<file path="config.mk">
export PLATFORM = sky130hd
export DESIGN_NAME = fwd_ctrl
export DESIGN_NICKNAME = d
export VERILOG_FILES = /design/src/rtl/fwd_ctrl_pkg.sv /design/src/rtl/fwd_match.sv /design/src/rtl/fwd_ctrl.sv
export SDC_FILE = /design/constraint.sdc
export NUM_CORES = 1
export LEC_CHECK = 0
export ABC_CLOCK_PERIOD_IN_PS = 4900
export BUFFER_PORTS_ARGS = -buffer_cell sky130_fd_sc_hd__buf_2
export CAP_MARGIN = 40
export CORE_MARGIN = 2
export CORE_UTILIZATION = 56
export DETAILED_ROUTE_END_ITERATION = 10
export PLACE_DENSITY = 0.81
export SLEW_MARGIN = 20
export SYNTH_ARGS = -nofsm -noshare
export SYNTH_HDL_FRONTEND = slang
export SYNTH_HIERARCHICAL = 1
export SYNTH_SLANG_ARGS = --single-unit
export TNS_END_PERCENT = 100
</file>
<file path="constraint.sdc">
create_clock -name clk -period 4.9 [get_ports clk]
set_input_delay 0.245 -clock clk [delete_from_list [all_inputs] [get_ports clk]]
set_output_delay 0.245 -clock clk [all_outputs]
set_load 0.005 [all_outputs]
</file>
<file path="src/rtl/fwd_ctrl_pkg.sv">
// Shared types and constants for the forwarding/hazard controller.
// Holds the shadow write-slot struct, register/data widths and the divider default.
// Imported by fwd_ctrl and fwd_match.
package fwd_ctrl_pkg;

  localparam int W_DATA         = 32;
  localparam int W_REG          = 5;
  localparam int DIV_CYCLES_DEF = 32;

  localparam logic [W_REG-1:0] REG_ZERO = '0;

  // One in-flight GPR write as seen by the forwarding network.
  typedef struct packed {
    logic              valid;
    logic [W_REG-1:0]  wreg;
    logic              is_load;
    logic [W_DATA-1:0] data;
  } slot_t;

endpackage

</file>
<file path="src/rtl/fwd_match.sv">
// Combinational youngest-first forwarding selector for one source operand.
// Ports: used/src describe the ID read; ex_*, mem_*, wb_* describe the three
// producers (mem_data already resolved for loads); hit/data are the decision, ex_hit flags an EX match.
module fwd_match
  import fwd_ctrl_pkg::*;
(
  input  logic              used,
  input  logic [W_REG-1:0]  src,
  input  logic              ex_valid,
  input  logic [W_REG-1:0]  ex_wreg,
  input  logic [W_DATA-1:0] ex_data,
  input  logic              mem_valid,
  input  logic [W_REG-1:0]  mem_wreg,
  input  logic [W_DATA-1:0] mem_data,
  input  logic              wb_valid,
  input  logic [W_REG-1:0]  wb_wreg,
  input  logic [W_DATA-1:0] wb_data,
  output logic              hit,
  output logic [W_DATA-1:0] data,
  output logic              ex_hit
);

  logic reads;
  logic mem_hit;
  logic wb_hit;

  // $0 is hardwired, so a read of it never takes a forwarded value.
  assign reads   = used && (src != REG_ZERO);
  assign ex_hit  = reads && ex_valid  && (ex_wreg  == src);
  assign mem_hit = reads && mem_valid && (mem_wreg == src);
  assign wb_hit  = reads && wb_valid  && (wb_wreg  == src);

  always_comb begin
    hit  = 1'b0;
    data = '0;
    if (ex_hit) begin
      hit  = 1'b1;
      data = ex_data;
    end else if (mem_hit) begin
      hit  = 1'b1;
      data = mem_data;
    end else if (wb_hit) begin
      hit  = 1'b1;
      data = wb_data;
    end
  end

endmodule

</file>
<file path="src/rtl/fwd_ctrl.sv">
// EX-stage forwarding and hazard controller: shadow MEM/WB write slots, registered
// forward decisions for the instruction leaving ID, load-use and HI/LO-busy stalls.
// Ports: clk/rst/freeze; ID read info; EX write/div info; mem_load_data; forward_* (registered); stall_id/bubble_ex (comb).
module fwd_ctrl
  import fwd_ctrl_pkg::*;
#(
  parameter int DIV_CYCLES = DIV_CYCLES_DEF
) (
  input  logic              clk,
  input  logic              rst,
  input  logic              freeze,
  input  logic              id_valid,
  input  logic [W_REG-1:0]  id_rs,
  input  logic [W_REG-1:0]  id_rt,
  input  logic              id_rs_used,
  input  logic              id_rt_used,
  input  logic              id_hilo_used,
  input  logic              ex_valid,
  input  logic              ex_wen,
  input  logic [W_REG-1:0]  ex_wreg,
  input  logic              ex_is_load,
  input  logic              ex_div_start,
  input  logic [W_DATA-1:0] ex_result,
  input  logic [W_DATA-1:0] mem_load_data,
  output logic              forward_rs,
  output logic [W_DATA-1:0] forward_rs_data,
  output logic              forward_rt,
  output logic [W_DATA-1:0] forward_rt_data,
  output logic              stall_id,
  output logic              bubble_ex
);

  localparam int W_CNT = $clog2(DIV_CYCLES + 1);

  slot_t             mem_s;
  // The WB slot never needs is_load: load data is already resolved on entry.
  logic              wb_valid;
  logic [W_REG-1:0]  wb_wreg;
  logic [W_DATA-1:0] wb_data;
  logic [W_CNT-1:0]  div_cnt;

  logic              ex_writes;
  logic [W_DATA-1:0] mem_data;
  logic              rs_hit, rt_hit, rs_ex_hit, rt_ex_hit;
  logic [W_DATA-1:0] rs_data, rt_data;
  logic              load_use, hilo_busy, stall;

  assign ex_writes = ex_valid & ex_wen;
  assign mem_data  = mem_s.is_load ? mem_load_data : mem_s.data;

  fwd_match u_match_rs (
    .used      (id_rs_used),
    .src       (id_rs),
    .ex_valid  (ex_writes),
    .ex_wreg   (ex_wreg),
    .ex_data   (ex_result),
    .mem_valid (mem_s.valid),
    .mem_wreg  (mem_s.wreg),
    .mem_data  (mem_data),
    .wb_valid  (wb_valid),
    .wb_wreg   (wb_wreg),
    .wb_data   (wb_data),
    .hit       (rs_hit),
    .data      (rs_data),
    .ex_hit    (rs_ex_hit)
  );

  fwd_match u_match_rt (
    .used      (id_rt_used),
    .src       (id_rt),
    .ex_valid  (ex_writes),
    .ex_wreg   (ex_wreg),
    .ex_data   (ex_result),
    .mem_valid (mem_s.valid),
    .mem_wreg  (mem_s.wreg),
    .mem_data  (mem_data),
    .wb_valid  (wb_valid),
    .wb_wreg   (wb_wreg),
    .wb_data   (wb_data),
    .hit       (rt_hit),
    .data      (rt_data),
    .ex_hit    (rt_ex_hit)
  );

  // An EX load's data does not exist yet, so an EX match on a load must wait a cycle.
  assign load_use  = (rs_ex_hit | rt_ex_hit) & ex_is_load;
  assign hilo_busy = id_hilo_used & (div_cnt != '0);
  assign stall     = ~freeze & id_valid & (load_use | hilo_busy);
  assign stall_id  = stall;
  assign bubble_ex = stall;

  always_ff @(posedge clk or posedge rst) begin
    if (rst) begin
      mem_s    <= '0;
      wb_valid <= 1'b0;
      wb_wreg  <= '0;
      wb_data  <= '0;
    end else if (!freeze) begin
      mem_s.valid   <= ex_writes;
      mem_s.wreg    <= ex_wreg;
      mem_s.is_load <= ex_is_load;
      mem_s.data    <= ex_result;
      wb_valid      <= mem_s.valid;
      wb_wreg       <= mem_s.wreg;
      wb_data       <= mem_data;
    end
  end

  // A new div restarts the count even if one is already running.
  always_ff @(posedge clk or posedge rst) begin
    if (rst) begin
      div_cnt <= '0;
    end else if (!freeze) begin
      if (ex_div_start)
        div_cnt <= W_CNT'(DIV_CYCLES - 1);
      else if (div_cnt != '0)
        div_cnt <= div_cnt - 1'b1;
    end
  end

  always_ff @(posedge clk or posedge rst) begin
    if (rst) begin
      forward_rs      <= 1'b0;
      forward_rs_data <= '0;
      forward_rt      <= 1'b0;
      forward_rt_data <= '0;
    end else if (!freeze) begin
      if (!id_valid || load_use) begin
        forward_rs      <= 1'b0;
        forward_rs_data <= '0;
        forward_rt      <= 1'b0;
        forward_rt_data <= '0;
      end else begin
        forward_rs      <= rs_hit;
        forward_rs_data <= rs_data;
        forward_rt      <= rt_hit;
        forward_rt_data <= rt_data;
      end
    end
  end

endmodule

</file>
== Word-level counts from Yosys, hierarchy flattened ==
Index checks and enable logic that the tools add are counted.

* Multipliers: 0
* Magnitude comparators: 0
* Multiplexer cells: 19
* Bitwise operators: 8
* Equal/unequal tests: 6
* Divide/modulo/power cells: 0
* Add/sub/neg operators: 1
* Shift-type cells: 0
* Reductions and logical operators: 21

{| class="wikitable"
|+ Operators by type and width
! operator !! count
|-
| 32-bit two-way mux || 9
|-
| 5-bit == test || 6
|-
| 1-bit logical AND || 14
|-
| 6-bit two-way mux || 2
|-
| 5-bit nonzero test || 2
|-
| 1-bit two-way mux || 8
|-
| 6-bit nonzero test || 1
|-
| 6-bit by 1-bit subtractor with 6-bit output (second input constant) || 1
|-
| 1-bit AND || 5
|-
| 1-bit bitwise OR || 2
|-
| 2-bit AND reduction || 1
|-
| 2-bit nonzero test || 1
|-
| 1-bit zero test || 1
|-
| 1-bit logical OR || 1
|-
| 1-bit inverter || 1
|}

* Input bits: 90
* Bits in registers: 149
* Memory bits (read-only): 0
* Memory bits (writable): 0
* Logic and storage cells: 67
* Memories kept: 0
* Bits in latches: 0

== Longest topological paths before layout ==
Gate-level depths: netlist of the first run.

* Word-level depth: 8
* Gate-level depth with buffers: 11
* Depth with buffers taken out: 8

== Cells and area by module ==
Netlist of the first run, hierarchy kept.

{| class="wikitable"
|+ Modules (own cells, without submodules)
! module !! times used !! area an instance (um^2) !! cells an instance !! sequential area each (um^2)
|-
| fwd_ctrl || 1 || 6122.1 || 395 || 3728.6
|-
| fwd_match || 2 || 869.6 || 115 || 0.0
|}

== Least setup slack after synthesis of the first run ==
OpenSTA, ideal clock, no wires.

* Kind: input -> register
* Start point: input port id_rt[4]
* End point: register forward_rs
* Buffers on the path: 3
* Setup time: 0.121 ns
* Slack: 2.819 ns
* Data required time: 4.779 ns
* Stages: 10
* Data arrival time: 1.960 ns
* Path through: xor2_1 -> nor4_1 -> nand2_1 -> inv_1 -> buf_1 -> o21ai_1 -> nor2b_1 -> buf_4 -> buf_4 -> a22o_1

* Cells in the longest elaborated chain, start to end: 8
* Elaborated cells on any way between the ends: 9
* Classes of those cells: 1 x eq/ne; 1 x mux; 2 x bitwise; 5 x reduce/logical

{| class="wikitable"
|+ Ends and longest elaborated chain
! item !! RTL line !! text
|-
| start, declared || fwd_ctrl.sv:14 || <nowiki>input logic [W_REG-1:0] id_rt,</nowiki>
|-
| 5-bit nonzero test || fwd_match.sv:28 || <nowiki>assign reads = used && (src != REG_ZERO);</nowiki>
|-
| 1-bit logical AND || fwd_match.sv:28 ||
|-
| 1-bit logical AND || fwd_match.sv:29 || <nowiki>assign ex_hit = reads && ex_valid && (ex_wreg == src);</nowiki>
|-
| 1-bit logical AND (*) || fwd_match.sv:29 ||
|-
| via rt_ex_hit || fwd_ctrl.sv:44 || <nowiki>logic rs_hit, rt_hit, rs_ex_hit, rt_ex_hit;</nowiki>
|-
| 1-bit bitwise OR (*) || fwd_ctrl.sv:86 || <nowiki>assign load_use = (rs_ex_hit | rt_ex_hit) & ex_is_load;</nowiki>
|-
| 1-bit AND (*) || fwd_ctrl.sv:86 ||
|-
| 1-bit logical OR (*) || fwd_ctrl.sv:128 || <nowiki>if (!id_valid || load_use) begin</nowiki>
|-
| 1-bit two-way mux (*) || fwd_ctrl.sv:128 ||
|-
| end signal, assigned || fwd_ctrl.sv:134 || <nowiki>forward_rs <= rs_hit;</nowiki>
|-
| end, declared || fwd_ctrl.sv:25 || <nowiki>output logic forward_rs,</nowiki>
|}

The timed path passes the listed nets; every way through them passes the cells marked *.
A chain may end at the register's enable or synchronous reset.

== Final worst setup path of the first run ==
* Start point: input port id_rs[4]
* End point: register forward_rt_data[24]

* Cells in the longest elaborated chain, start to end: 8
* Elaborated cells on any way between the ends: 9
* Classes of those cells: 1 x eq/ne; 1 x mux; 2 x bitwise; 5 x reduce/logical

{| class="wikitable"
|+ Ends and longest elaborated chain
! item !! RTL line !! text
|-
| start, declared || fwd_ctrl.sv:13 || <nowiki>input logic [W_REG-1:0] id_rs,</nowiki>
|-
| 5-bit nonzero test || fwd_match.sv:28 ||
|-
| 1-bit logical AND || fwd_match.sv:28 ||
|-
| 1-bit logical AND || fwd_match.sv:29 ||
|-
| 1-bit logical AND (*) || fwd_match.sv:29 ||
|-
| via rs_ex_hit || fwd_ctrl.sv:44 ||
|-
| 1-bit bitwise OR (*) || fwd_ctrl.sv:86 ||
|-
| 1-bit AND (*) || fwd_ctrl.sv:86 ||
|-
| 1-bit logical OR (*) || fwd_ctrl.sv:128 ||
|-
| 32-bit two-way mux (*) || fwd_ctrl.sv:128 ||
|-
| end signal, assigned || fwd_ctrl.sv:137 || <nowiki>forward_rt_data <= rt_data;</nowiki>
|-
| end, declared || fwd_ctrl.sv:28 || <nowiki>output logic [W_DATA-1:0] forward_rt_data,</nowiki>
|}

Marks and branches as above.

==> results.md, run 1 <==
* Status: finished clean
* Syn. warnings at 6
* # H-tree levels at 4
* Worst Max-Slew Pin Slew at 0.7278 ns
* Die width at 122.5 um
* Drt initial violations at about 600
* Worst endpoint data arrival time at 3.27 ns
* Final global-route overflow total at 0
* P_leak at 0.004594 uW
* DR pass1 iterations at 5
* Top-Level Pins at roughly 160
* Commonest non-fill, non-tap cells in the layout: buf_2, dfrtp_1, mux2_2
* FMAX at 0.3426 GHz
* RSZ-0062 raised after global routing: no
* Final ANT Viol Nets at 0
* Worst setup EP type: flop
* Setup TNS at 0 ns
* Total CTS buffers at 17
* Area Overhead vs Synth at 17.59%
* Peak supply drop at 232.4 uV
* Cell Pwr Density at 316.3 nW/um^2
* Final HPWL from detailed placement at 13750 um
* CP Launch Type: input pin
* Placer Congestion at 0.9112
* Fin nets at 855
* Largest net degree at the start of global routing at 78
* Layout cells sized above 1 at 40.89%
* CTS Sinks at 149
* Antenna violations before repair at 0
* Aggregate global-route resource usage at 26.91%
* Worst Path Required at 5.25 ns
* Synth unique cells at 40
* DR DRC count at 0
* Post-route clock period utilization at 59.57%
* Clk_lat worst skew at 0.42 ns
* # rows at 43
* WL per Instance at a little over 20 um
* Mapped Cells at 625
* Clock Skews at 0.005376 ns
* CTS tree: built
* Post-synth EDFFs at 0
* Routed WL at a little under 20000 um
* Most common cell after layout, fill and taps aside: buf_2
* Seq/Total Area, Yosys at 47.43%
* Post-CTS Setup Inserts at 0
* Top FF cell, synth: dfrtp_1
* Max clock buf depth at 2
* Post-synthesis net count at 717
* Worst Path Class, Setup: input pin to flop
* Netlist Area Pre-Place at 7861 sq um
* Final Max Slew Viols at 0
* Min Tclk post-route at 2.919 ns
* Port bufs at about 160
* Vias in the first global route at 6164
* Post-CTS Resized at 0
* CP max FO at 37
* First-pass GRT wire length at 30990 um
* Total power at 2924 uW
* Core area at 13770 sq um
* Number of hold buffers added after cts at 1
* Root buffer cell: clkbuf_16
* Post-synthesis register bit count at 149
* Area leader, netlist: dfrtp_1
* Slew HR at 51.48%
* Vias/cell at 6.458
* Max-Cap Viols at 0
* Final Hold Fails at 0
* Worst-path clk slew at 0.05 ns
* Main area contributors after synthesis: dfrtp_1, mux2_2, a221o_1
* Syn Area/Cell at 12.58 sq um
* # diodes at 0
* Asr flop ratio synth at 100.0%
* Worst min path class: input pin to flop
* Initial Util at between 50% and 60%
* Die area at between 15000 and 20000 sq um
* Die Ht at around 120 um
* Setup violations, final at 0
* Vias at between 6000 and 7000
* Post-synth top area share at 47.43%
-- Yosys cell counts (3+ instances only) --
cell,n
o21ai_0,7
nor4_1,3
nor3_2,4
and2_1,3
buf_6,9
buf_4,6
a221o_1,62
nand2_1,11
inv_1,6
buf_12,3
and3_1,62
nor2b_1,4
nand3_1,4
nand4_1,8
buf_2,14
mux2_2,81
a22o_1,66
nor3_1,8
xor2_1,16
xnor2_1,14
mux2_4,29
a211oi_1,4
clkbuf_1,19
dfrtp_1,149
nor2_1,6
-- kinds of logic after synthesis --
kind of cell	Yosys count	synth area share, %
xor+xnor	30	3.342
mux	110	17.14
buf+inv	59	4.807
simple gates	119	9.024
fa+ha+maj	2	0.3183
flops	149	47.43
compound gates	156	17.94
-- stage by stage --
stage	hold slack (ns)	util, %	instance area (sq um)	cells	setup slack, ns
finish	0.09211	67.11	9244	948	1.981
global route	0.09302	67.11	9244	948	1.831
CTS	0.07480	67.11	9244	948	2.066
detailed placement	0.2462	63.61	8761	923	1.631
global placement	0.4830	62.61	8623	918	1.475
floorplan	0.3956	-	7861	625	0.6470
-- routing by layer --
layer	track usage, %	part of all wire [%]	vias to the layer above
li1	-	-	2708
met1	32.49	39	3050
met2	45.90	51	313
met3	5.716	7.0	51
met4	12.93	2.9	0
met5	0	0	-
-- area by class of cell --
class	instances	area, sq um
Tap cell	180	225.2
Clock inverter	1	5.005
Inverter	6	27.53
Fill cell	1086	4529
Clock buffer	23	467.9
Sequential cell	149	3730
Timing Repair Buffer	172	1003
Multi-Input combinational cell	417	3785
-- state kept, by name, summed over array words and instances, names as in the netlist --
register	cells
div_cnt	6
forward_rs	1
forward_rs_data	32
forward_rt	1
forward_rt_data	32
mem_s	39
wb_data	32
wb_valid	1
wb_wreg	5
-- critical path, stage by stage --
cell	delay, ns
buf_2	0.13
nor3_1	0.37
a211oi_1	0.14
nand2_1	0.07
buf_4	0.30
inv_1	0.37
o21ai_1	0.26
nor2b_4	0.62
buf_4	0.49
a22o_1	0.23
-- power breakdown --
part           internal (uW)  switching [uW]  leakage [uW]
combinational            215             202       0.00248
sequential              1330            93.3       0.00188
clock                    648             434      0.000233
-- final timing paths --
kind	start	to	slack (ns)	cells after the start
worst min-delay path	ex_result[23]	mem_s[23]	0.09	2
worst max register to register	mem_s[36]	forward_rt_data[19]	2.50	7
max in group asynchronous	rst	forward_rt_data[28]	3.33	5
min in group asynchronous	rst	mem_s[8]	0.36	3
worst min register to register	forward_rt_data[10]	forward_rt_data[10]	0.50	1
worst max-delay path	id_rs[4]	forward_rt_data[24]	1.98	10
Power figures use the tool's default switching activity.
==> run 2: changes to the inputs <==
--- a/config.mk
+++ b/config.mk
@@ -5,13 +5,13 @@
 export SDC_FILE = /design/constraint.sdc
 export NUM_CORES = 1
 export LEC_CHECK = 0
-export ABC_CLOCK_PERIOD_IN_PS = 4900
+export ABC_CLOCK_PERIOD_IN_PS = 2500
 export BUFFER_PORTS_ARGS = -buffer_cell sky130_fd_sc_hd__buf_2
 export CAP_MARGIN = 40
 export CORE_MARGIN = 2
-export CORE_UTILIZATION = 56
+export CORE_UTILIZATION = 50
 export DETAILED_ROUTE_END_ITERATION = 10
-export PLACE_DENSITY = 0.81
+export PLACE_DENSITY = 0.77
 export SLEW_MARGIN = 20
 export SYNTH_ARGS = -nofsm -noshare
 export SYNTH_HDL_FRONTEND = slang
==> constraint.sdc (replaced) <==
create_clock -name clk -period 2.5 [get_ports clk]
set_input_delay 0.125 -clock clk [delete_from_list [all_inputs] [get_ports clk]]
set_output_delay 0.125 -clock clk [all_outputs]
set_load 0.005 [all_outputs]
==> results.md, run 2 (synthesis results as in run 1) <==
* DP Worst Slack at 0.06048 ns
* DR pass1 iterations at 5
* Peak supply drop at between 400 and 500 uV
* Placer Congestion at between 0.8 and 0.9
* DR DRC count at 0
* CTS tree: built
* Worst setup EP type: flop
* Largest net degree at the start of global routing at a little over 50
* Post-route clock period utilization at 96.77%
* Total CTS buffers at 17
* Status: finished clean
* FMAX at 0.4133 GHz
* Aggregate global-route resource usage at 25.42%
* Initial Util at 51.52%
* Clock Skews at 0.006492 ns
* Max reg flops at 39
* Area Overhead vs Synth at 27.93%
* Worst min path class: input pin to flop
* Max-Cap Viols at 0
* Slew HR at 58.20%
* Clk_lat worst skew at 0.42 ns
* Fin area at 10060 sq um
* Top-Level Pins at 158
* Die width at 129.4 um
* Final Hold Fails at 0
* Post-DP Area at 8976 sq um
* CTS Sinks at 149
* Layout cells sized above 1 at 41.92%
* Worst Path Required at 2.86 ns
* Cell Pwr Density at 656.9 nW/um^2
* P_leak at 0.004936 uW
* Setup TNS at 0 ns
* Final Max Slew Viols at 0
* Die Ht at 129.4 um
* Fin nets at 914
* Vias at 6377
* Worst Path Class, Setup: flop to flop
* Reg2reg path depth at 8
* # rows at 45
* First-pass GRT wire length at 33040 um
* M2 GR Usage at roughly 43%
* WHS at about 0.016 ns
* Routed WL at 21110 um
* Final Worst Setup Slack at 0.08071 ns
* Grt peak-use layer: met2
* Most common cell after layout, fill and taps aside: buf_2
* Drt initial violations at 375
* Commonest non-fill, non-tap cells in the layout: buf_2, dfrtp_1, mux2_2
* Final HPWL from detailed placement at 14070 um
* Core area at 15260 sq um
* # H-tree levels at 4
* Port bufs at 157
* Max clock buf depth at 2
* Hold depth at 2
* Antenna violations before repair at 1
* WL per Instance at 20.17 um
* CP max FO at 32
* Root buffer cell: clkbuf_16
* Setup violations, final at 0
* Vias in the first global route at 6566
* Worst endpoint data arrival time at 2.78 ns
* Final global-route overflow total at 0
* Met3 track demand over resource at 4.418%
* Min Tclk post-route at 2.419 ns
* Worst-path clk slew at 0.06 ns
* Final ANT Viol Nets at 0
* Vias/cell at 6.091
* CP Launch Type: flop
* Met1 GRT Util at 31.49%
* Largest reg by FF count: mem_s
* Worst Max-Slew Pin Slew at 0.6222 ns
* Die area at about 17000 sq um
* RSZ-0062 raised after global routing: no
## run 2: cell types whose count changed in the layout (fill, tap and decap cells not counted), sizes merged
cell         previous run  this run
bufinv                  0         6
clkinv                  1         4
clkbuf                 23        17
diode                   0         1
clkinvlp                0         5
buf                   171       193
dlygate4sd3             1        38
## run 2: worst paths after layout
path	from	endpoint	slack, ns
worst min register to register	forward_rt_data[14]	forward_rt_data[14]	0.50
worst min-delay path	ex_wreg[3]	mem_s[36]	0.02
min in group asynchronous	rst	wb_data[8]	0.20
worst max register to register	wb_wreg[3]	forward_rt_data[19]	0.08
max in group asynchronous	rst	wb_data[25]	1.57
worst max-delay path	wb_wreg[3]	forward_rt_data[19]	0.08
## run 2: layer usage
layer | part of all wire [%] | wire length, um
met1 | 41 | 8719
met4 | 2.6 | 543
met3 | 5.7 | 1201
met5 | 0 | 0
met2 | 50 | 10650
## run 2: layout make-up
type                       instances  area, sq um
timing repair buffer             231         1563
fill                            1122         5201
clock buffer                      17        425.4
sequential                       149         3730
antenna                            1        2.502
inverter                           6        30.03
tap                              211        264.0
multi-input combinational        417         3791
clock inverter                    15        251.5
## run 2: per-stage QoR
| step | cells | utilization (%) | power (uW) |
|---|---|---|---|
| after CTS | 1045 | 65.76 | 6644 |
| final | 1047 | 65.91 | 6606 |
| after floorplan | 625 | - | 3369 |
| after detailed placement | 975 | 58.83 | 3677 |
| after global routing | 1047 | 65.91 | 6837 |
| after global placement | 973 | 58.52 | 3606 |
## run 2: repair_timing
action / 4_1_cts / 5_1_grt
endpoints found under the setup margin: 0 / 3
endpoints found under the hold margin: 104 / 0
gates resized for setup: 0 / 3
setup buffers: 0 / 0
hold buffers: 38 / 0
## run 2: worst max-delay path, cell delays in order, from the launching register on
cell and delay, ns:
dfrtp_1 0.39, buf_4 0.14, xor2_1 0.14, nor3_1 0.45, o2111ai_2 0.22, nor3_4 0.20
buf_4 0.42, a221o_1 0.26, a22o_1 0.13
## run 2: where the power goes
part,total (uW),internal [uW],switching [uW]
Combinational,925,495,430
Sequential,2770,2610,167
Clock,2910,1880,1030
Total,6610,4980,1620
==> run 3: changes to the inputs <==
--- a/config.mk
+++ b/config.mk
@@ -11,7 +11,7 @@
 export CORE_MARGIN = 2
 export CORE_UTILIZATION = 50
 export DETAILED_ROUTE_END_ITERATION = 10
-export PLACE_DENSITY = 0.77
+export PLACE_DENSITY = 0.85
 export SLEW_MARGIN = 20
 export SYNTH_ARGS = -nofsm -noshare
 export SYNTH_HDL_FRONTEND = slang
==> results.md, run 3 (synthesis results as in run 1) <==
* Area Overhead vs Synth at 26.02%
* Crit-path slowest cell: or4b_1
* Setup TNS at 0 ns
* Post-route clock period utilization at 94.74%
* First-pass GRT wire length at 32270 um
* Slew HR at 51.58%
* Clk_lat worst skew at 0.42 ns
* Fin area at between 9000 and 10000 sq um
* Worst min path class: input pin to flop
* CP max FO at 16
* Cell Pwr Density at 631.8 nW/um^2
* Die Ht at roughly 130 um
* Worst Path Required at 2.81 ns
* R2R Path End: forward_rs_data[24]
* Commonest non-fill, non-tap cells in the layout: buf_2, dfrtp_1, mux2_2
* Final Max Slew Viols at 0
* Post-CTS Setup Inserts at 0
* Status: finished clean
* FMAX at 0.4222 GHz
* Max reg flops at 39
* Post-DP Area at 8934 sq um
* Clock Skews at 0.008470 ns
* Max-Cap Viols at 0
* Placer Congestion at approximately 0.9
* DR DRC count at 0
* Worst Max-Slew Pin Slew at 0.7248 ns
* Final ANT Viol Nets at 0
* WHS at 0.01968 ns
* Initial Util at 51.52%
* Fin nets at 913
* # rows at 45
* CP max stage delay at 0.54 ns
* Worst Path Class, Setup: input pin to flop
* Worst-path cell chain: dlygate4sd3_1 > buf_2 > xor2_1 > or4b_1 > nor3_2 > nor3_4 > buf_16 > a221o_1 > a22o_1
* Worst Setup EP: forward_rt_data[26]
* Total CTS buffers at 17
* CP Launch Type: input pin
* Largest reg by FF count: mem_s
* Vias at 6207
* Layout cells sized above 1 at 41.78%
* Reg2reg path depth at 9
* Worst endpoint data arrival time at 2.68 ns
* Largest net degree at the start of global routing at 70
* # H-tree levels at 4
* DR pass1 iterations at 5
* P_leak at ~0.0049 uW
* Peak supply drop at 479.2 uV
* Worst setup EP type: flop
* Final global-route overflow total at 0
* Routed WL at 20330 um
* Min Tclk post-route at 2.369 ns
* Total power at 6259 uW
* Port bufs at approximately 160
* Die area at approximately 17000 sq um
* Setup violations, final at 0
* Root buffer cell: clkbuf_16
* Top-Level Pins at 158
* Max clock buf depth at 2
* Most common cell after layout, fill and taps aside: buf_2
* Vias/cell at around 6
* Critical path launch point: ex_wreg[0]
* Die width at 129.4 um
* RSZ-0062 raised after global routing: no
* Vias in the first global route at between 6000 and 7000
* WL per Instance at just under 20 um
* Final HPWL from detailed placement at 13280 um
* Final Worst Setup Slack at 0.1315 ns
* Reg2reg setup slack at 0.18 ns
* Core area at 15260 sq um
* HP Start: ex_wreg[3]
* DP Worst Slack at 0.1200 ns
* CTS tree: built
* Antenna violations before repair at 1
* Worst-path clk slew at approximately 0.060 ns
* Aggregate global-route resource usage at 25.01%
* CTS Sinks at 149
* Final Hold Fails at 0
* Worst reg2reg path startpoint: mem_s[33]
* Drt initial violations at 482
run 3: cell types whose count changed in the layout (fill, tap and decap cells not counted):
cell	delta
buf_12	-4
buf_4	+5
buf_6	-1
bufinv_16	-3
clkbuf_8	+1
clkinv_2	+3
clkinv_4	-2
clkinvlp_4	+1
dlygate4sd3_1	-1
inv_6	-1
nor4_1	+1
nor4_2	-1
run 3: layer usage:
metal	track usage [%]	vias to the layer above	part of all wire (%)
li1	-	2844	-
met1	33.17	3059	43
met2	40.34	259	49
met3	5.161	45	6.3
met4	10.17	0	2.1
met5	0	-	0
run 3: final cells by class:
cell class / instances / area [sq um]
Inverter: 6 / 30.03
Tap cell: 211 / 264.0
Antenna cell: 1 / 2.502
Clock inverter: 13 / 157.7
Clock buffer: 18 / 439.2
Fill cell: 1160 / 5351
Timing Repair Buffer: 230 / 1499
Multi-Input combinational cell: 417 / 3785
Sequential cell: 149 / 3730
run 3: how the worst min path moves through the flow:
stage,to,cells past startpoint
floorplan,mem_s[27],1
global placement,wb_data[18],2
detailed placement,wb_data[18],2
CTS,mem_s[36],2
global route,mem_s[16],2
finish,mem_s[36],2
run 3: per-stage QoR:
step	instances	utilization, %
floorplan	625	-
global placement	974	58.32
detailed placement	976	58.55
CTS	1044	64.89
global route	1044	64.91
finish	1045	64.93
run 3: what timing repair did:
item / 4_1_cts / 5_1_grt
hold buffers: 37 / 0
endpoints found under the setup margin: 0 / 2
resized for setup: 0 / 1
endpoints found under the hold margin: 64 / 0
run 3: power breakdown:
group	internal (uW)	switching, uW	total, uW	leakage [uW]
clock	1590	1000	2590	0.000284
combinational	489	410	900	0.00271
sequential	2610	164	2770	0.00188
total	4680	1580	6260	0.00488
run 3: critical path: cells and delay by family:
family | cells | cell delay (ns)
simple gates | 3 | 1.01
buf+inv | 3 | 0.86
compound gates | 2 | 0.52
xor+xnor | 1 | 0.15
